===== src/rtl/fetch_pkg.sv =====
// Shared types and constants for the instruction fetch unit and its queue.
package fetch_pkg;

  localparam int          INST_W  = 32;
  localparam logic [31:0] PC_INCR = 32'd4;

  typedef enum logic [1:0] {
    REQ   = 2'd0,
    WAIT  = 2'd1,
    DRAIN = 2'd2
  } fetch_state_e;

  typedef struct packed {
    logic [INST_W-1:0] pc;
    logic [INST_W-1:0] inst;
  } fetch_entry_t;

  function automatic logic [INST_W-1:0] word_align(input logic [INST_W-1:0] addr);
    return {addr[INST_W-1:2], 2'b00};
  endfunction

endpackage


===== src/rtl/fetch_queue.sv =====
// In-order FIFO of {pc, inst} entries with flush; head and valid come straight from flops.
module fetch_queue
  import fetch_pkg::*;
#(
  parameter int QUEUE_DEPTH = 2
) (
  input  logic         clk,
  input  logic         reset_in,
  input  logic         push_in,
  input  fetch_entry_t push_entry_in,
  input  logic         flush_in,
  input  logic         pop_ready_in,
  output logic         full_out,
  output logic         head_valid_out,
  output fetch_entry_t head_out
);

  localparam int PTR_W = (QUEUE_DEPTH > 1) ? $clog2(QUEUE_DEPTH) : 1;
  localparam int CNT_W = $clog2(QUEUE_DEPTH + 1);

  fetch_entry_t     mem_q [QUEUE_DEPTH];
  fetch_entry_t     mem_d [QUEUE_DEPTH];
  logic [PTR_W-1:0] wr_ptr_q, wr_ptr_d;
  logic [PTR_W-1:0] rd_ptr_q, rd_ptr_d;
  logic [CNT_W-1:0] count_q, count_d;
  logic             pop;

  assign head_valid_out = (count_q != '0);
  assign full_out       = (count_q == CNT_W'(QUEUE_DEPTH));
  assign pop            = head_valid_out && pop_ready_in;
  assign head_out       = head_valid_out ? mem_q[rd_ptr_q] : '0;

  always_comb begin
    mem_d    = mem_q;
    wr_ptr_d = wr_ptr_q;
    rd_ptr_d = rd_ptr_q;
    count_d  = count_q;
    // Flush wins over a same-cycle push or pop.
    if (flush_in) begin
      wr_ptr_d = '0;
      rd_ptr_d = '0;
      count_d  = '0;
    end else begin
      if (push_in) begin
        mem_d[wr_ptr_q] = push_entry_in;
        wr_ptr_d        = wr_ptr_q + 1'b1;
      end
      if (pop) begin
        rd_ptr_d = rd_ptr_q + 1'b1;
      end
      case ({push_in, pop})
        2'b10:   count_d = count_q + 1'b1;
        2'b01:   count_d = count_q - 1'b1;
        default: count_d = count_q;
      endcase
    end
  end

  always_ff @(posedge clk) begin
    if (reset_in) begin
      wr_ptr_q <= '0;
      rd_ptr_q <= '0;
      count_q  <= '0;
      for (int i = 0; i < QUEUE_DEPTH; i++) begin
        mem_q[i] <= '0;
      end
    end else begin
      wr_ptr_q <= wr_ptr_d;
      rd_ptr_q <= rd_ptr_d;
      count_q  <= count_d;
      mem_q    <= mem_d;
    end
  end

  always_ff @(posedge clk) begin
    if (!reset_in && !flush_in) begin
      assert (!(push_in && full_out && !pop))
        else $error("fetch_queue: push while full");
    end
  end

endmodule


===== src/rtl/fetch_unit.sv =====
// Instruction fetch: single outstanding imem request, sole writer of the PC register,
// redirect/flush from execute. Handshake: a request transfers when valid && ready in one cycle.
module fetch_unit
  import fetch_pkg::*;
#(
  parameter int QUEUE_DEPTH = 2
) (
  input  logic        clk,
  input  logic        reset_in,
  input  logic [31:0] pc_in,
  output logic [31:0] pc_next_out,
  output logic        pc_write_out,
  output logic        imem_req_valid_out,
  output logic [31:0] imem_req_addr_out,
  input  logic        imem_req_ready_in,
  input  logic        imem_resp_valid_in,
  input  logic [31:0] imem_resp_data_in,
  input  logic        redirect_valid_in,
  input  logic [31:0] redirect_addr_in,
  output logic        inst_valid_out,
  output logic [31:0] inst_out,
  output logic [31:0] inst_pc_out,
  input  logic        inst_ready_in
);

  fetch_state_e state_q, state_d;
  logic [31:0]  req_pc_q, req_pc_d;
  logic         push;
  logic         flush;
  logic         q_full;
  fetch_entry_t resp_entry;
  fetch_entry_t head;

  always_comb begin
    state_d            = state_q;
    req_pc_d           = req_pc_q;
    push               = 1'b0;
    flush              = 1'b0;
    imem_req_valid_out = 1'b0;
    pc_write_out       = 1'b0;
    pc_next_out        = '0;
    if (!reset_in) begin
      if (redirect_valid_in) begin
        pc_write_out = 1'b1;
        pc_next_out  = word_align(redirect_addr_in);
        flush        = 1'b1;
        // A request in flight becomes squashed; its response is swallowed in DRAIN.
        if (state_q == WAIT) begin
          state_d = imem_resp_valid_in ? REQ : DRAIN;
        end
      end else begin
        case (state_q)
          REQ: begin
            imem_req_valid_out = !q_full;
            if (!q_full && imem_req_ready_in) begin
              pc_write_out = 1'b1;
              pc_next_out  = pc_in + PC_INCR;
              req_pc_d     = pc_in;
              state_d      = WAIT;
            end
          end
          WAIT: begin
            if (imem_resp_valid_in) begin
              push    = 1'b1;
              state_d = REQ;
            end
          end
          DRAIN: begin
            if (imem_resp_valid_in) begin
              state_d = REQ;
            end
          end
          default: state_d = REQ;
        endcase
      end
    end
  end

  assign imem_req_addr_out = imem_req_valid_out ? pc_in : '0;

  always_ff @(posedge clk) begin
    if (reset_in) begin
      state_q  <= REQ;
      req_pc_q <= '0;
    end else begin
      state_q  <= state_d;
      req_pc_q <= req_pc_d;
    end
  end

  assign resp_entry = '{pc: req_pc_q, inst: imem_resp_data_in};

  fetch_queue #(
    .QUEUE_DEPTH(QUEUE_DEPTH)
  ) u_queue (
    .clk           (clk),
    .reset_in      (reset_in),
    .push_in       (push),
    .push_entry_in (resp_entry),
    .flush_in      (flush),
    .pop_ready_in  (inst_ready_in),
    .full_out      (q_full),
    .head_valid_out(inst_valid_out),
    .head_out      (head)
  );

  assign inst_out    = head.inst;
  assign inst_pc_out = head.pc;

  always_ff @(posedge clk) begin
    if (!reset_in && state_q == REQ) begin
      assert (!imem_resp_valid_in)
        else $error("fetch_unit: response with no outstanding request");
    end
  end

endmodule


===== config.mk =====
export PLATFORM = sky130hd
export DESIGN_NAME = fetch_unit
export DESIGN_NICKNAME = d
export VERILOG_FILES = /design/src/rtl/fetch_pkg.sv /design/src/rtl/fetch_queue.sv /design/src/rtl/fetch_unit.sv
export SDC_FILE = /design/constraint.sdc
export NUM_CORES = 1
export LEC_CHECK = 0
export CORE_ASPECT_RATIO = 1.75
export CORE_UTILIZATION = 47
export DETAILED_ROUTE_END_ITERATION = 10
export PLACE_DENSITY = 0.8
export SYNTH_ARGS = -nofsm -noshare
export SYNTH_HDL_FRONTEND = slang
export SYNTH_SLANG_ARGS = --single-unit

===== constraint.sdc =====
create_clock -name clk -period 5.1 [get_ports clk]
set_clock_uncertainty 0.15 [all_clocks]
set_input_delay 0.51 -clock clk [delete_from_list [all_inputs] [get_ports clk]]
set_output_delay 0.51 -clock clk [all_outputs]
set_load 0.02 [all_outputs]

==> results.txt <==
----------------------------------------------------
[Status]
  Result of the run ... finished clean

[Clocking]
  Clock insertion delay at the later pin of the skew report ... about 0.41 ns
  Maximum level of the CTS H-tree ... 4
  Clock tree sinks ... approximately 170
  Total CTS buffers ... 17
  Clock tree from TritonCTS ... built
  Longest Clk Path Bufs ... 2
  Quantity of gates resized following cts ... 0
  Root cell of the clock tree ... clkbuf_16
  Post-CTS setup buffers ... 0
  Hold buffer count at cts ... 0
  Worst-path clk slew ... around 0.060 ns

[Power and ir drop]
  Combinational power share ... between 10% and 20%
  Peak supply drop ... 0.1615 mV
  Cell-internal power ... between 2 and 2.5 mW
  Part of the power in registers ... roughly 46%
  Leakage component of the power ... between 3 and 4 nW
  Power, Total ... 2.878 mW
  Switch share ... 24.81%
  Clock network power share ... between 40% and 50%
  Power spent charging and discharging nets ... ~0.71 mW
  Ratio of total power to cell area ... ~260 mW/mm^2

[Floorplanning]
  Io pins ... approximately 230
  Cell Rows ... between 60 and 70
  Die Footprint ... 0.01740 mm^2
  Area inside the core boundary ... between 0.015 and 0.02 mm^2
  X dimension of the die ... roughly 100 um
  Height of the die ... around 170 um
  Starting density of the core ... 48.17%

[STA]
  Post-route fraction of the period consumed by the critical path ... between 70% and 80%
  Final Hold Viols ... 0
  Tmin final ... a little under 4 ns
  Worst-margin pin slew ... about 1.0 ns
  Relative slew slack ... 30.86%
  Maximum clock frequency ... around 0.25 GHz
  Count of endpoints failing setup in the final report ... 0
  Setup Total Neg Slack ... 0 ns
  Number of slew-limit violations in the final report ... 0
  Unrepaired setup endpoints after global routing ... no

[Routing]
  Average routed wire per standard cell ... roughly 15 um
  Routed wl met3 ... 1080 um
  Total Wirelength ... 22160 um
  DRT iter0 DRCs ... 400
  Number of nets with antenna violations after routing ... 0
  Routed metal-1 wirelength ... 8632 um
  Number of vias after detailed routing ... slightly below 8000
  Vias per std cell ... roughly 5.2
  Drc violations ... 0
  Topmost layer with routed signal wires ... met4
  First-pass DRT Iterations ... 5
  Met2 layer wire length in the routed design ... 11960 um

[Worst setup path]
  Slowest Stage Delay on Critical Path ... 0.71 ns
  Crit path DAT ... ~3.3 ns
  Critical Path Source Type ... input pin
  Cell with the largest stage delay on the worst path ... clkdlybuf4s50_1
  Critical Path RT ... 4.44 ns
  CP top delay family ... buffers and inverters
  Kind of end point of the critical path ... primary output
  Cell repeated most along the worst path ... clkdlybuf4s50_1
  Critical path fanouts, max ... 11
  Buf/Inv on CP ... 2
  Type of the worst setup path ... in2out
  Critical-path cell list ... clkdlybuf4s50_1 > nand2_1 > nor4_4 > nand4_1 > xor2_1 > o21ai_1 > clkdlybuf4s50_1

[Placed design]
  Detailed Place HPWL ... around 15000 um
  Port-buffer cells ... between 200 and 250
  RD Place Congestion ... just under 0.8

[Finish]
  Fill cells ... between 1000 and 1500
  Area growth from synthesis to layout ... 37.11%
  Commonest non-fill, non-tap cells in the layout ... 350 x nand2_1, 229 x clkdlybuf4s50_1, 168 x a21oi_1
  Net count, final ... 1367
  Proportion of layout cells with a drive suffix above 1 ... under 10%
  Most common cell after layout, fill and taps aside ... nand2_1
  Number of antenna cells inserted ... 0

[Run]
  Number of violations of the max-capacitance limit ... 0

[Yosys]
  Post-synth ARST share ... 0%
  Syn Nets ... around 1200
  Synthesis warning total ... 0
  Most common flop cell mapped by yosys ... dfxtp_1
  Post-synth cell types ... 39
  Count of state elements after synthesis ... around 170
  Mean post-synth cell area ... roughly 7.4 um^2
  Cell area after technology mapping ... between 0.007 and 0.008 mm^2
  Post-Syn Instances ... 1077
  Number of enable-type register cells in the synthesized netlist ... 0
  Share of synthesized area occupied by flip-flops and latches ... 41.95%

[Global routing]
  Global-route congestion overflow total ... 0
  Total GRT Usage ... 25.71%
  Via count of the first global-routing pass ... 7451
  Wire length of the first global-routing pass ... 35870 um
  Largest net degree at the start of global routing ... 103
  Antenna violations before repair ... 0

[Min path]
  Hold Path Class ... reg2reg

----------------------------------------------------
==> synthesized netlist by cell type (2+ instances only) <==
cell	count	area (um^2)
nand4_1	14	87.58
nand3_2	2	20.02
mux2i_1	64	640.6
xnor2_1	12	105.1
nor3_1	3	15.01
and4_1	2	17.52
nor2_4	3	33.78
nor4_1	2	12.51
a22oi_1	5	37.54
or3_1	2	12.51
o21ai_1	15	75.07
inv_1	10	37.54
buf_1	6	22.52
o21ai_2	3	26.28
buf_2	24	120.1
nand3_1	16	80.08
o21ai_0	4	20.02
and2_1	32	200.2
nand2_1	350	1314
clkbuf_1	47	176.4
ha_1	4	50.05
nor2_2	3	18.77
nand4_2	2	25.02
nor2_1	83	311.6
a21oi_1	168	840.8
xor2_1	19	166.4
and3_1	5	31.28
dfxtp_1	166	3323
==> layout make-up <==
class	count	area, um^2	share of cell area (%)
repair buffers	243	2401	22.10
flip-flops and latches	166	3327	30.63
multi-input cells	823	4239	39.02
clock buffers	19	442.9	4.077
well taps	224	280.3	2.580
clock inverters	13	135.1	1.244
inverters	10	37.54	0.3455
==> registers in the layout, indices dropped and copies added, names as in the netlist <==
| name | cells |
|---|---|
| u_queue.mem_q | 128 |
| req_pc_q | 32 |
| state_q | 2 |
| u_queue.count_q | 2 |
| u_queue.rd_ptr_q | 1 |
| u_queue.wr_ptr_q | 1 |
==> kinds of logic (layout without fill, tap and decap cells) <==
kind of cell / Yosys count / after routing / share of synthesized area [%]
and+or+nand+nor: 527 / 527 / 28.44
muxes: 64 / 64 / 8.086
xor gates and xnor gates: 31 / 31 / 3.427
DFF: 166 / 166 / 41.95
AOI/OAI and AO/OA: 197 / 197 / 12.82
adders and majority gates: 4 / 4 / 0.6317
buffers and inverters: 88 / 285 / 4.643
==> power groups by stage <==
stage	registers [mW]	logic, mW	clock network, mW
2_1_floorplan	1.35	0.144	0
3_5_place_dp	1.35	0.318	0
6_report	1.32	0.320	1.24
5_1_grt	1.32	0.342	1.32
4_1_cts	1.32	0.320	1.27
3_3_place_gp	1.35	0.316	0
==> tightest hold or removal path: cells and delay by family (launching register included) <==
family	cells	cell delay [ns]
compound gates	1	0.05
flops	1	0.31
simple gates	1	0.05
==> per-layer routing <==
metal | vias up | track usage (%)
li1 | 3896 | -
met1 | 3626 | 28.29
met2 | 261 | 48.34
met3 | 29 | 3.992
met4 | 0 | 9.481
met5 | - | 0
==> worst paths after layout <==
check                     startpoint  slack (ns)                  to  depth (start not counted)
setup / recovery           pc_in[10]        1.13     pc_next_out[31]                          7
hold / removal     u_queue.mem_q[90]        0.30   u_queue.mem_q[90]                          2
setup reg to reg  u_queue.count_q[1]        2.23  u_queue.count_q[1]                          7
hold reg to reg    u_queue.mem_q[90]        0.30   u_queue.mem_q[90]                          2
==> through the flow <==
step / area (um^2) / setup WS [ns] / utilization [%] / hold slack, ns / std cells
after floorplan: 7923 / 2.564 / - / 0.2857 / 1077
after global placement: 10280 / 1.184 / 62.54 / 0.2908 / 1466
after detailed placement: 10280 / 1.172 / 62.54 / 0.2959 / 1466
after CTS: 10860 / 1.150 / 66.05 / 0.3047 / 1498
after global routing: 10860 / 0.9849 / 66.05 / 0.3190 / 1498
final: 10860 / 1.129 / 66.05 / 0.3022 / 1498
(Power assumes the default switching activity.)
